[src/rtl/k005297_bootsync_sequencer.sv]
`default_nettype none
// ============================================================================
// Module   : k005297_bootsync_sequencer
// Purpose  : Boot-time sync sequencer for the bubble-memory access-mode logic.
//            After a CPU start command, it hunts the serial bubble-data-in
//            (BDI) stream for the page sync word. When it finds the word it
//            pulses SYNCED_FLAG_SET_n. In bootloader mode it then drains one
//            page of valid bits and issues the combined CMDREG_RST_n /
//            BDI_EN_SET_n handoff strobe, which selects user mode. All state
//            advances only on 2 MHz clock-enable ticks.
// Ports    : i_MCLK              master clock
//            i_SYS_RST_n         asynchronous active-low reset
//            i_CLK2M_PCEN_n      active-low tick enable
//            i_SYS_RUN_FLAG      0 forces IDLE on any tick
//            i_BMODE_n           0 = bootloader mode, 1 = user mode
//            i_CMD_START         start request (ignored while busy)
//            i_BDI, i_BDI_VALID  serial data bit and its qualifier
//            o_SYNCED_FLAG_SET_n one-tick low pulse on sync match
//            o_CMDREG_RST_n      one-tick low pulse at handoff
//            o_BDI_EN_SET_n      one-tick low pulse at handoff
//            o_SYNC_TIMEOUT      sticky hunt-timeout flag
//            o_BUSY              high whenever the sequencer is not IDLE
// Revision : 1.0  initial release
// ============================================================================
module k005297_bootsync_sequencer #(
  parameter int                  SYNC_LEN     = 16,
  parameter logic [SYNC_LEN-1:0] SYNC_PAT     = 16'h2D4B,
  parameter int                  TIMEOUT_BITS = 1024,
  parameter int                  PAGE_BITS    = 512
) (
  input  logic i_MCLK,
  input  logic i_SYS_RST_n,
  input  logic i_CLK2M_PCEN_n,
  input  logic i_SYS_RUN_FLAG,
  input  logic i_BMODE_n,
  input  logic i_CMD_START,
  input  logic i_BDI,
  input  logic i_BDI_VALID,
  output logic o_SYNCED_FLAG_SET_n,
  output logic o_CMDREG_RST_n,
  output logic o_BDI_EN_SET_n,
  output logic o_SYNC_TIMEOUT,
  output logic o_BUSY
);

  localparam int CNT_MAX = (TIMEOUT_BITS > PAGE_BITS) ? TIMEOUT_BITS : PAGE_BITS;
  localparam int CNT_W   = $clog2(CNT_MAX + 1);

  localparam logic [CNT_W-1:0] CNT_SAT     = CNT_W'(CNT_MAX);
  localparam logic [CNT_W-1:0] TIMEOUT_CNT = CNT_W'(TIMEOUT_BITS);
  localparam logic [CNT_W-1:0] PAGE_CNT    = CNT_W'(PAGE_BITS);
  localparam logic [CNT_W-1:0] SYNC_CNT    = CNT_W'(SYNC_LEN);

  typedef enum logic [2:0] {
    ST_IDLE    = 3'd0,
    ST_HUNT    = 3'd1,
    ST_SYNCED  = 3'd2,
    ST_DRAIN   = 3'd3,
    ST_HANDOFF = 3'd4
  } state_t;

  state_t              state, state_nxt;
  logic [SYNC_LEN-1:0] shreg, shreg_nxt;
  logic [CNT_W-1:0]    bitcnt, bitcnt_nxt;
  logic                synced_n, synced_n_nxt;
  logic                cmdreg_n, cmdreg_n_nxt;
  logic                bdi_en_n, bdi_en_n_nxt;
  logic                timeout, timeout_nxt;
  logic                busy, busy_nxt;

  logic                tick;
  logic [SYNC_LEN-1:0] shift_val;
  logic [CNT_W-1:0]    cnt_inc;

  assign tick      = ~i_CLK2M_PCEN_n;
  // Candidate shift value includes the bit arriving on this tick, so a match
  // is recognised on the same tick the final sync bit is accepted.
  assign shift_val = {shreg[SYNC_LEN-2:0], i_BDI};
  // The counter saturates instead of wrapping. Both HUNT and DRAIN leave
  // before the ceiling is reached, so saturation is only a safety net.
  assign cnt_inc   = (bitcnt == CNT_SAT) ? bitcnt : bitcnt + CNT_W'(1);

  always_ff @(posedge i_MCLK or negedge i_SYS_RST_n) begin
    if (!i_SYS_RST_n) begin
      state    <= ST_IDLE;
      shreg    <= '0;
      bitcnt   <= '0;
      synced_n <= 1'b1;
      cmdreg_n <= 1'b1;
      bdi_en_n <= 1'b1;
      timeout  <= 1'b0;
      busy     <= 1'b0;
    end else if (tick) begin
      state    <= state_nxt;
      shreg    <= shreg_nxt;
      bitcnt   <= bitcnt_nxt;
      synced_n <= synced_n_nxt;
      cmdreg_n <= cmdreg_n_nxt;
      bdi_en_n <= bdi_en_n_nxt;
      timeout  <= timeout_nxt;
      busy     <= busy_nxt;
    end
  end

  // Next-state logic is evaluated as if the current cycle were a tick. The
  // register block above commits it only on real ticks. The strobes default
  // high so that every low pulse lasts exactly one tick period.
  always_comb begin
    state_nxt    = state;
    shreg_nxt    = shreg;
    bitcnt_nxt   = bitcnt;
    synced_n_nxt = 1'b1;
    cmdreg_n_nxt = 1'b1;
    bdi_en_n_nxt = 1'b1;
    timeout_nxt  = timeout;

    if (!i_SYS_RUN_FLAG) begin
      // Losing the run flag overrides everything, including a same-tick
      // match. The timeout flag is left untouched.
      state_nxt = ST_IDLE;
    end else begin
      case (state)
        ST_IDLE: begin
          if (i_CMD_START) begin
            state_nxt   = ST_HUNT;
            shreg_nxt   = '0;
            bitcnt_nxt  = '0;
            timeout_nxt = 1'b0;
          end
        end

        ST_HUNT: begin
          if (i_BDI_VALID) begin
            shreg_nxt  = shift_val;
            bitcnt_nxt = cnt_inc;
            // Match is tested before timeout so that a sync word ending
            // exactly on the last allowed bit still counts.
            if ((shift_val == SYNC_PAT) && (cnt_inc >= SYNC_CNT)) begin
              state_nxt    = ST_SYNCED;
              synced_n_nxt = 1'b0;
            end else if (cnt_inc == TIMEOUT_CNT) begin
              state_nxt   = ST_IDLE;
              timeout_nxt = 1'b1;
            end
          end
        end

        ST_SYNCED: begin
          if (!i_BMODE_n) begin
            state_nxt  = ST_DRAIN;
            bitcnt_nxt = '0;
          end else begin
            state_nxt = ST_IDLE;
          end
        end

        ST_DRAIN: begin
          if (i_BDI_VALID) begin
            bitcnt_nxt = cnt_inc;
            if (cnt_inc == PAGE_CNT) begin
              state_nxt    = ST_HANDOFF;
              cmdreg_n_nxt = 1'b0;
              bdi_en_n_nxt = 1'b0;
            end
          end
        end

        ST_HANDOFF: begin
          state_nxt = ST_IDLE;
        end

        default: begin
          state_nxt = ST_IDLE;
        end
      endcase
    end

    busy_nxt = (state_nxt != ST_IDLE);
  end

  assign o_SYNCED_FLAG_SET_n = synced_n;
  assign o_CMDREG_RST_n      = cmdreg_n;
  assign o_BDI_EN_SET_n      = bdi_en_n;
  assign o_SYNC_TIMEOUT      = timeout;
  assign o_BUSY              = busy;

endmodule
`default_nettype wire

[config.mk]
export PLATFORM = sky130hd
export DESIGN_NAME = k005297_bootsync_sequencer
export DESIGN_NICKNAME = d
export VERILOG_FILES = /design/src/rtl/k005297_bootsync_sequencer.sv
export SDC_FILE = /design/constraint.sdc
export NUM_CORES = 1
export LEC_CHECK = 0
export CAP_MARGIN = 20
export CORE_MARGIN = 2
export CORE_UTILIZATION = 30
export CTS_CLUSTER_SIZE = 20
export DETAILED_ROUTE_END_ITERATION = 7
export PLACE_DENSITY = 0.43
export RECOVER_POWER = 100
export SYNTH_ARGS = -nofsm -noshare
export SYNTH_HDL_FRONTEND = slang
export SYNTH_SLANG_ARGS = --single-unit
[constraint.sdc]
create_clock -name i_MCLK -period 2.8 [get_ports i_MCLK]
set_input_delay 0.56 -clock i_MCLK [delete_from_list [all_inputs] [get_ports i_MCLK]]
set_output_delay 0.56 -clock i_MCLK [all_outputs]
set_load 0.05 [all_outputs]
==> out/summary.txt <==
critical path arrival -> 2.72 ns
total wire length -> 4490 um
CTS tree -> done
Final setup viols -> 0
routed wl met3 -> 89 um
status -> finished with violations
Int Power -> 0.870 mW
Congestion Overflow GR -> 0
sw power -> 0.321 mW
Clock power frac -> 0.390
max-slew violations -> 34
placed instance area -> 2140 um2
share of cells above drive strength 1 -> 0.111
met2 wire length -> 2100 um
Ports -> 13
Initial Util -> 0.309
first-pass GRT wire length -> 7730 um
CP Capture Type -> flip-flop
R2R cell count -> 8
Syn Area/Cell -> 8.78 um2
compound-cell area share of the yosys netlist -> 0.207
drt first pass iters -> 4
CTS clk-pin slew, worst paths -> 0.07 ns
Post-synth EDFFs -> 0
worst hold path class -> reg -> reg
# rows -> 29
final worst path period share -> 0.912
Sink Count -> 33
share of flip-flops with an asynchronous set or reset -> 1.00
CTS max path bufs -> 2
antenna-violating nets left -> 0
Resized cells post-CTS -> 0
post-CTS setup buffers -> 0
vias per inst -> 5.06
Yosys reg bits -> 33
XOR/XNOR Fraction of Synth Area -> 0.00899
wire length on met1 -> 2260 um
synth-to-layout area growth -> 15.3%
endpoints failing hold -> 0
Worst-Margin Slew -> 1.85 ns
crit path max fanout -> 7
Area contributors post-synth -> dfrtp_1 (40%), nand2_1 (7.7%), o21ai_0 (5.4%)
sequential area share after synthesis -> 0.425
DR iter-0 viols -> 59
Final Instance Count excl. Fillers -> 311
Antenna Cells -> 0
total CTS buffers -> 5
drc violations -> 0
clock skew -> 0.00467 ns
clock root cell -> clkbuf_8
Cell Chain, Critical Path -> ha_1 > nand3_4 > or4_4 > a211oi_2 > nand4_1 > a31oi_1 > nand3b_1 > a221o_1
Die ar. -> 7150 um2
adder-cell share of the synthesized area -> 0.0128
htree depth -> 2
Critical-path top delay cell -> or4_4
vias in the first global route -> 1551
post-synthesis simple-gate area fraction -> 0.292
Hold Crit Depth -> 2
top-area cell type share of the netlist area -> 0.398
Vias -> 1574
initial antenna violation count -> 0
Seq pwr share -> 0.447
critical path's top delay family -> simple AND/OR/NAND/NOR gates
hold slack -> 0.467 ns
logic gate share of total power -> 0.164
final net count -> 243
sequential cell area -> 828 um2
critical path depth in cells -> 8
chip height -> 84.6 um
dpl hpwl -> 3150 um
largest net degree at the start of global routing -> 34
placed cells -> 303
YS warnings -> 0
syn_nets -> 232
prevailing post-synth register cell -> dfrtp_1
Core Box Area -> 6310 um2
port buffer count -> 12
Cell Area, Synth -> 1950 um2
Synth Instances -> 222
pwr dens -> 530 nW/um2
Required @ worst endpoint -> 2.97 ns
most common cell in the synthesized netlist -> nand2_1
hold buffers post-CTS -> 0
sw frac -> 0.269
Clock Latency Late Sink -> 0.28 ns
relative slew slack -> -0.237
worst path bufs/invs -> 0
top layer used by detailed routing -> met4
Fmax -> 391 MHz
Cell variety after synth -> 56
Crit Path Class -> reg -> reg
Peak VDD IR -> 0.182 mV
wire per inst -> 14.4 um
routability congestion estimate -> 0.806
footprint of the multi-input gates -> 1010 um2
Design Area, Final -> 2250 um2
type of origin of the critical path -> flip-flop
post-synth top area cell -> dfrtp_1
Total GRT Usage -> 0.135
Max-cap violations -> 1
Leak -> 0.874 nW
mux share of post-synthesis cell area -> 0
failing checks -> max-capacitance violations, max-slew violations
post-layout min period -> 2.55 ns
CP max stage delay -> 0.55 ns
fill cell count -> 672
combinational family with the most area after synthesis -> simple AND/OR/NAND/NOR gates
final setup TNS -> 0 ns
RSZ-0062 raised after global routing -> false
Die X -> 84.6 um
most common library cells after synthesis -> nand2_1 (40), dfrtp_1 (31), o21ai_0 (21)
[tightest hold or removal path, cell delays in order, from the launching register on]
cell and delay (ns):
dfstp_2 0.37, inv_1 0.04, a21oi_1 0.06
[final cells by class]
| class | count | area share |
|---|---|---|
| inverter | 6 | 0.0100 |
| multi-input combinational | 167 | 0.450 |
| timing repair buffer | 20 | 0.0769 |
| clock inverter | 1 | 0.0134 |
| clock buffer | 7 | 0.0384 |
| tap | 77 | 0.0429 |
| sequential | 33 | 0.369 |
[state kept, by name (all words and copies together) (netlist names)]
| register | flops |
|---|---|
| o_SYNCED_FLAG_SET_n | 1 |
| o_BUSY | 1 |
| o_BDI_EN_SET_n | 1 |
| shreg | 15 |
| bitcnt | 11 |
| state | 3 |
| o_SYNC_TIMEOUT | 1 |
[final timing paths]
check	slack (ns)	startpoint	to
worst max-delay path	0.25	bitcnt[1]	o_BUSY
worst min-delay path	0.47	o_SYNCED_FLAG_SET_n	o_SYNCED_FLAG_SET_n
worst max register to register	0.25	bitcnt[1]	o_BUSY
worst min register to register	0.47	o_SYNCED_FLAG_SET_n	o_SYNCED_FLAG_SET_n
max in group asynchronous	0.41	i_SYS_RST_n	bitcnt[3]
min in group asynchronous	1.32	i_SYS_RST_n	shreg[0]
[power groups by stage]
stage	logic [mW]	clock network (mW)	registers, mW
2_1_floorplan	0.135	0	0.536
3_3_place_gp	0.204	0	0.542
3_5_place_dp	0.201	0	0.541
4_1_cts	0.202	0.485	0.532
5_1_grt	0.221	0.503	0.537
6_report	0.195	0.464	0.532
[cells in the final DEF, fill, tap and decap left out, types with 4 or more instances in the layout]
| cell | count |
|---|---|
| clkbuf_8 | 6 |
| dfrtp_1 | 31 |
| nand4_1 | 6 |
| dlygate4sd3_1 | 7 |
| a21oi_1 | 5 |
| nand2_1 | 40 |
| o31ai_1 | 6 |
| nor2_1 | 8 |
| nor3_1 | 5 |
| o21ai_0 | 25 |
| nand2b_1 | 6 |
| nor3b_1 | 4 |
| clkdlybuf4s50_1 | 5 |
| inv_1 | 6 |
| nand3_1 | 6 |
| buf_4 | 6 |
[metrics by stage]
| stage | setup WS, ns | utilization | power [mW] |
|---|---|---|---|
| 6_report | 0.246 | 0.356 | 1.19 |
| 5_1_grt | 0.0316 | 0.356 | 1.26 |
| 4_1_cts | 0.231 | 0.358 | 1.22 |
| 3_5_place_dp | 0.254 | 0.339 | 0.741 |
| 3_3_place_gp | 0.230 | 0.339 | 0.746 |
| 2_1_floorplan | 0.405 | - | 0.671 |
[layer usage]
metal / vias up / track usage
met4: 0 / 0.0433
met1: 734 / 0.185
li1: 821 / -
met3: 4 / 0.0295
met5: - / 0
met2: 15 / 0.213
[cell families after synthesis]
kind of cell	Yosys count
xor gates and xnor gates	2
and+or+nand+nor	102
DFF	33
buffers and inverters	22
AOI/OAI and AO/OA	61
adders and majority gates	2
No activity file was read; power rests on OpenSTA's default activity.
==> RTL change 1: new RTL, same flow settings <==
Encoding of `state_t`: now Gray code (3 bits for 5 states).
--- a/src/rtl/k005297_bootsync_sequencer.sv
+++ b/src/rtl/k005297_bootsync_sequencer.sv
@@ -52,11 +52,11 @@
   localparam logic [CNT_W-1:0] SYNC_CNT    = CNT_W'(SYNC_LEN);
 
   typedef enum logic [2:0] {
-    ST_IDLE    = 3'd0,
-    ST_HUNT    = 3'd1,
-    ST_SYNCED  = 3'd2,
-    ST_DRAIN   = 3'd3,
-    ST_HANDOFF = 3'd4
+    ST_IDLE    = 3'b000,
+    ST_HUNT    = 3'b001,
+    ST_SYNCED  = 3'b011,
+    ST_DRAIN   = 3'b010,
+    ST_HANDOFF = 3'b110
   } state_t;
 
   state_t              state, state_nxt;
Formal check against the unedited RTL: no difference found for any inputs over 10 cycles, from zero or initial values and one cycle with i_SYS_RST_n low; not proved beyond that.
==> RTL change 1 against the original RTL <==
  * Cell area shrank 1.4%
  * Wire length shrank 3.4%
  * Setup slack gained 0.092 ns
  * Largest power group unchanged
  * Total power grew 9.2%
  * Critical endpoint is now bitcnt[0]$_DFFE_PN0P_
  * Clock power grew 14%
  * Synthesized area shrank 1.0%
  * Sequential cell count is the same
  * Cell count shrank 0.32%
==> RTL change 1: results <==
{
  "diodes": 0,
  "grt.total_usage": 0.134,
  "vdd_drop_max_uv": 312,
  "vias": 1562,
  "cts_setup_buffers": 0,
  "power.leakage_nw": 0.916,
  "cts_buffer_depth": 2,
  "use_met3": 0.0305,
  "largestRegisters": "shreg (15), bitcnt (11), state (3)",
  "insertion_delay_ns": 0.28,
  "status": "complete, no violations",
  "root_buffer": "clkbuf_8",
  "m1WireLength_um": 2170,
  "fin_nets": 242,
  "worstHoldPathType": "register to register",
  "pre_cts_ws_ns": 0.191,
  "tns_ns": 0,
  "grt_antenna_before_repair": 0,
  "yosysUniqueCellTypes": 51,
  "cts_resized": 0,
  "dr_wl_met3_um": 135,
  "dpl.hpwl_um": 3010,
  "dr_wl_met2_um": 2000,
  "grtUsageMet1": 0.187,
  "worstPathMaxFanout": 7,
  "fillers": 650,
  "drive_above_1_share": 0.103,
  "synth_area_leaders": "dfrtp_1, o21ai_0, nand3_1, inv_1, nor2_1",
  "grtUsageMet2": 0.212,
  "dr.pass1.iters": 4,
  "io_buffers": 12,
  "ys_warn_count": 0,
  "synthesis.nets": 232,
  "gp_congestion": 0.727,
  "antenna_left": 0,
  "seq_area_frac_synth": 0.430,
  "worst_pin_slew_ns": 0.858,
  "routed_wl_um": 4340,
  "synthTopCellsByCount": "dfrtp_1, o21ai_0, inv_1",
  "highest_layer": "met4",
  "postSynth.asyncResetShare": 1.00,
  "clk_pin_slew_ns": 0.07,
  "htreeDepth": 2,
  "grt_pass1_wl_um": 7690,
  "dr.first_iter.drc_count": 40,
  "setup_viol": 0,
  "grt_max_degree": 34,
  "cts-buffers-inserted": 5,
  "fin_skew_ns": 0.00409
}
[RTL change 1: cell count changes in the layout (fill, tap and decap cells not counted), moves of 3 or more]
cell     delta
buf_4       -4
inv_1      +16
nand2_1    -25
nand3_1    +15
nand4_1     -3
nor2_1     +10
nor3b_1     -4
o21ai_0     +3
[RTL change 1: per-stage QoR]
step	cell area [um2]	instances	total power, mW	utilization	hold slack (ns)
3_3_place_gp	2100	302	0.794	0.335	0.455
4_1_cts	2240	310	1.34	0.357	0.469
2_1_floorplan	1930	222	0.716	-	0.264
5_1_grt	2210	310	1.38	0.353	0.487
6_report	2210	310	1.30	0.353	0.460
3_5_place_dp	2100	302	0.792	0.335	0.460
[RTL change 1: logic make-up after synthesis]
kind of cell / after synthesis / synth area share
adders and majority gates: 2 / 0.0130
xor gates and xnor gates: 1 / 0.00454
buffers and inverters: 36 / 0.0857
muxes: 5 / 0.0279
and+or+nand+nor: 86 / 0.242
DFF: 33 / 0.430
AOI/OAI and AO/OA: 59 / 0.197
[RTL change 1: area by class of cell]
| type | instances | area (um2) | share of cell area |
|---|---|---|---|
| Tap cell | 77 | 96.3 | 0.0435 |
| Clock inverter | 3 | 65.1 | 0.0294 |
| Timing Repair Buffer | 17 | 149 | 0.0672 |
| Multi-Input combinational cell | 153 | 925 | 0.418 |
| Inverter | 22 | 82.6 | 0.0373 |
| Clock buffer | 5 | 68.8 | 0.0311 |
| Sequential cell | 33 | 828 | 0.374 |
[RTL change 1: final timing paths]
check / slack [ns] / startpoint / endpoint / cells past startpoint
worst min register to register: 0.46 / o_SYNCED_FLAG_SET_n$_DFFE_PN1N_ / o_SYNCED_FLAG_SET_n$_DFFE_PN1N_ / 2
min in group asynchronous: 0.91 / i_SYS_RST_n / bitcnt[6]$_DFFE_PN0P_ / 2
worst max-delay path: 0.34 / i_BDI_VALID / bitcnt[0]$_DFFE_PN0P_ / 7
worst min-delay path: 0.46 / o_SYNCED_FLAG_SET_n$_DFFE_PN1N_ / o_SYNCED_FLAG_SET_n$_DFFE_PN1N_ / 2
worst max register to register: 0.38 / bitcnt[0]$_DFFE_PN0P_ / o_BDI_EN_SET_n$_DFFE_PN1N_ / 7
max in group asynchronous: 1.35 / i_SYS_RST_n / shreg[9]$_DFFE_PN0P_ / 2
[RTL change 1: report_power, final]
group / leakage [nW] / internal [mW] / switching [mW] / total (mW)
logic: 0.402 / 0.0788 / 0.131 / 0.210
clock network: 0.0681 / 0.354 / 0.176 / 0.530
registers: 0.446 / 0.512 / 0.0495 / 0.561
[RTL change 1: worst max-delay path, cell delays in order]
cell and delay, ns:
dlygate4sd3_1 0.62, mux2_1 0.16, o22ai_1 0.06, or4_1 0.49, or2_0 0.42, nand2b_4 0.23
o21ai_0 0.13
==> RTL change 2: new RTL, config.mk and constraints unchanged <==
Made on the original files. Set the parameter `SYNC_LEN` to 32 (it was 16).
--- a/src/rtl/k005297_bootsync_sequencer.sv
+++ b/src/rtl/k005297_bootsync_sequencer.sv
@@ -23,7 +23,7 @@
 // Revision : 1.0  initial release
 // ============================================================================
 module k005297_bootsync_sequencer #(
-  parameter int                  SYNC_LEN     = 16,
+  parameter int                  SYNC_LEN     = 32,
   parameter logic [SYNC_LEN-1:0] SYNC_PAT     = 16'h2D4B,
   parameter int                  TIMEOUT_BITS = 1024,
   parameter int                  PAGE_BITS    = 512
Behaviour: no difference found for any inputs over 10 cycles, from zero or initial values and one cycle with i_SYS_RST_n low; that may be too few to reach the edited logic, so the function may still have changed.
==> RTL change 2 against the original RTL <==
  * Sequential cell count increased by 16
  * Cell area increased by 27%
  * First-iteration DRC count grew 41%
  * Synthesized area increased by 27%
  * Total power increased by 19%
  * Setup slack got worse by 0.087 ns
  * Wire length grew 23%
  * Critical endpoint unchanged
==> RTL change 2: results <==
{
  "postSynth.asyncResetShare": 1.00,
  "syn_area_per_cell_um2": 8.62,
  "htreeDepth": 2,
  "grt_pass1_wl_um": 9600,
  "use_met3": 0.0295,
  "fin_nets": 309,
  "cts_buffer_depth": 2,
  "grt_max_degree": 65,
  "swShare": 0.255,
  "status": "complete, no violations",
  "synth_area_leaders": "dfrtp_1, nand2_1, o21ai_0, nor2_1, clkbuf_1",
  "via_per_inst": 4.87,
  "ys_warn_count": 0,
  "dr.first_iter.drc_count": 83,
  "insertion_delay_ns": 0.31,
  "gp_congestion": 0.776,
  "root_buffer": "clkbuf_8",
  "ys.flop_type": "dfrtp_1",
  "grt_pass1_vias": 1892,
  "relSlewSlack": 0.172,
  "grtUsageMet2": 0.200,
  "clk_pin_slew_ns": 0.10,
  "grt.total_usage": 0.137,
  "fin_skew_ns": 0.00994,
  "grtUsageMet1": 0.204,
  "pre_cts_ws_ns": 0.0758,
  "seq_area_frac_synth": 0.495,
  "largestRegisters": "shreg (31), bitcnt (11), state (3)",
  "synthTopCellsByCount": "nand2_1, dfrtp_1, o21ai_0",
  "diodes": 0,
  "dp.cells": 397,
  "routed_wl_um": 5520,
  "antenna_left": 0,
  "worstPathMaxFanout": 9,
  "yosysUniqueCellTypes": 50,
  "synthesis.nets": 298,
  "worstHoldPathType": "register to register",
  "stdcell_count": 405,
  "io_buffers": 12,
  "cp.arrival_ns": 2.81,
  "cts_setup_buffers": 0,
  "vdd_drop_max_uv": 178,
  "grt_antenna_before_repair": 0,
  "dr.pass1.iters": 4,
  "dpl.hpwl_um": 3690,
  "cts-buffers-inserted": 5,
  "place_area_mm2": 0.00273,
  "drive_above_1_share": 0.113,
  "power.leakage_nw": 1.13,
  "setup_viol": 0
}
## RTL change 2: cell types whose count changed after synthesis, sizes merged, moves of 4 or more
| cell | change |
|---|---|
| buf | -4 |
| clkbuf | +4 |
| dfrtp | +16 |
| inv | +4 |
| nand2 | +35 |
| nand2b | -5 |
| nor2 | +10 |
| nor3b | -4 |
| nor4 | +5 |
| o21ai | +19 |
## RTL change 2: worst max-delay path, stage by stage, from the launching register on
cell and delay, ns:
dfrtp_2 0.47, ha_2 0.24, a311o_2 0.38, o21ai_1 0.08
a2bb2oi_1 0.11, or4_4 0.55, or3_1 0.38, a22oi_2 0.18
a32oi_1 0.13
## RTL change 2: cell families after synthesis
logic type	share of synthesized area
and+or+nand+nor	0.247
AOI/OAI and AO/OA	0.178
DFF	0.495
buffers and inverters	0.0438
xor gates and xnor gates	0.0141
muxes	0.0126
adders and majority gates	0.0101
## RTL change 2: worst paths after layout
path / startpoint / to / slack [ns] / cells after the start
max: bitcnt[0]$_DFFE_PN0P_ / o_BUSY$_DFFE_PN0N_ / 0.16 / 8
min: shreg[4]$_DFFE_PN0P_ / shreg[4]$_DFFE_PN0P_ / 0.51 / 2
max reg2reg: bitcnt[0]$_DFFE_PN0P_ / o_BUSY$_DFFE_PN0N_ / 0.16 / 8
min reg2reg: shreg[4]$_DFFE_PN0P_ / shreg[4]$_DFFE_PN0P_ / 0.51 / 2
max in group asynchronous: i_SYS_RST_n / bitcnt[0]$_DFFE_PN0P_ / 1.39 / 2
min in group asynchronous: i_SYS_RST_n / shreg[27]$_DFFE_PN0P_ / 0.59 / 2
## RTL change 2: layer usage
metal	wire (um)	part of all wire	up-vias
li1	-	-	1025
met1	2960	0.54	930
met2	2380	0.43	12
met5	0	0	-
met4	61	0.011	0
met3	109	0.020	6
## RTL change 2: final cells by class
type	instances	area, um2
fillers	859	5290
flip-flops and latches	49	1230
multi-input cells	213	1160
repair buffers	20	169
well taps	105	131
clock buffers	6	82.6
clock inverters	2	37.5
inverters	10	37.5
## RTL change 2: power groups by stage
stage          registers (mW)  clock network (mW)  logic [mW]
6_report                0.734               0.541       0.141
5_1_grt                 0.737               0.598       0.159
4_1_cts                 0.734               0.559       0.150
3_5_place_dp            0.748                   0       0.149
3_3_place_gp            0.748                   0       0.150
2_1_floorplan           0.751                   0      0.0836
## RTL change 2: repair_timing
action / 4_1_cts / 5_1_grt
gates resized for setup: 0 / 3
endpoints found under the setup margin: 0 / 3
hold buffers: 0 / 0
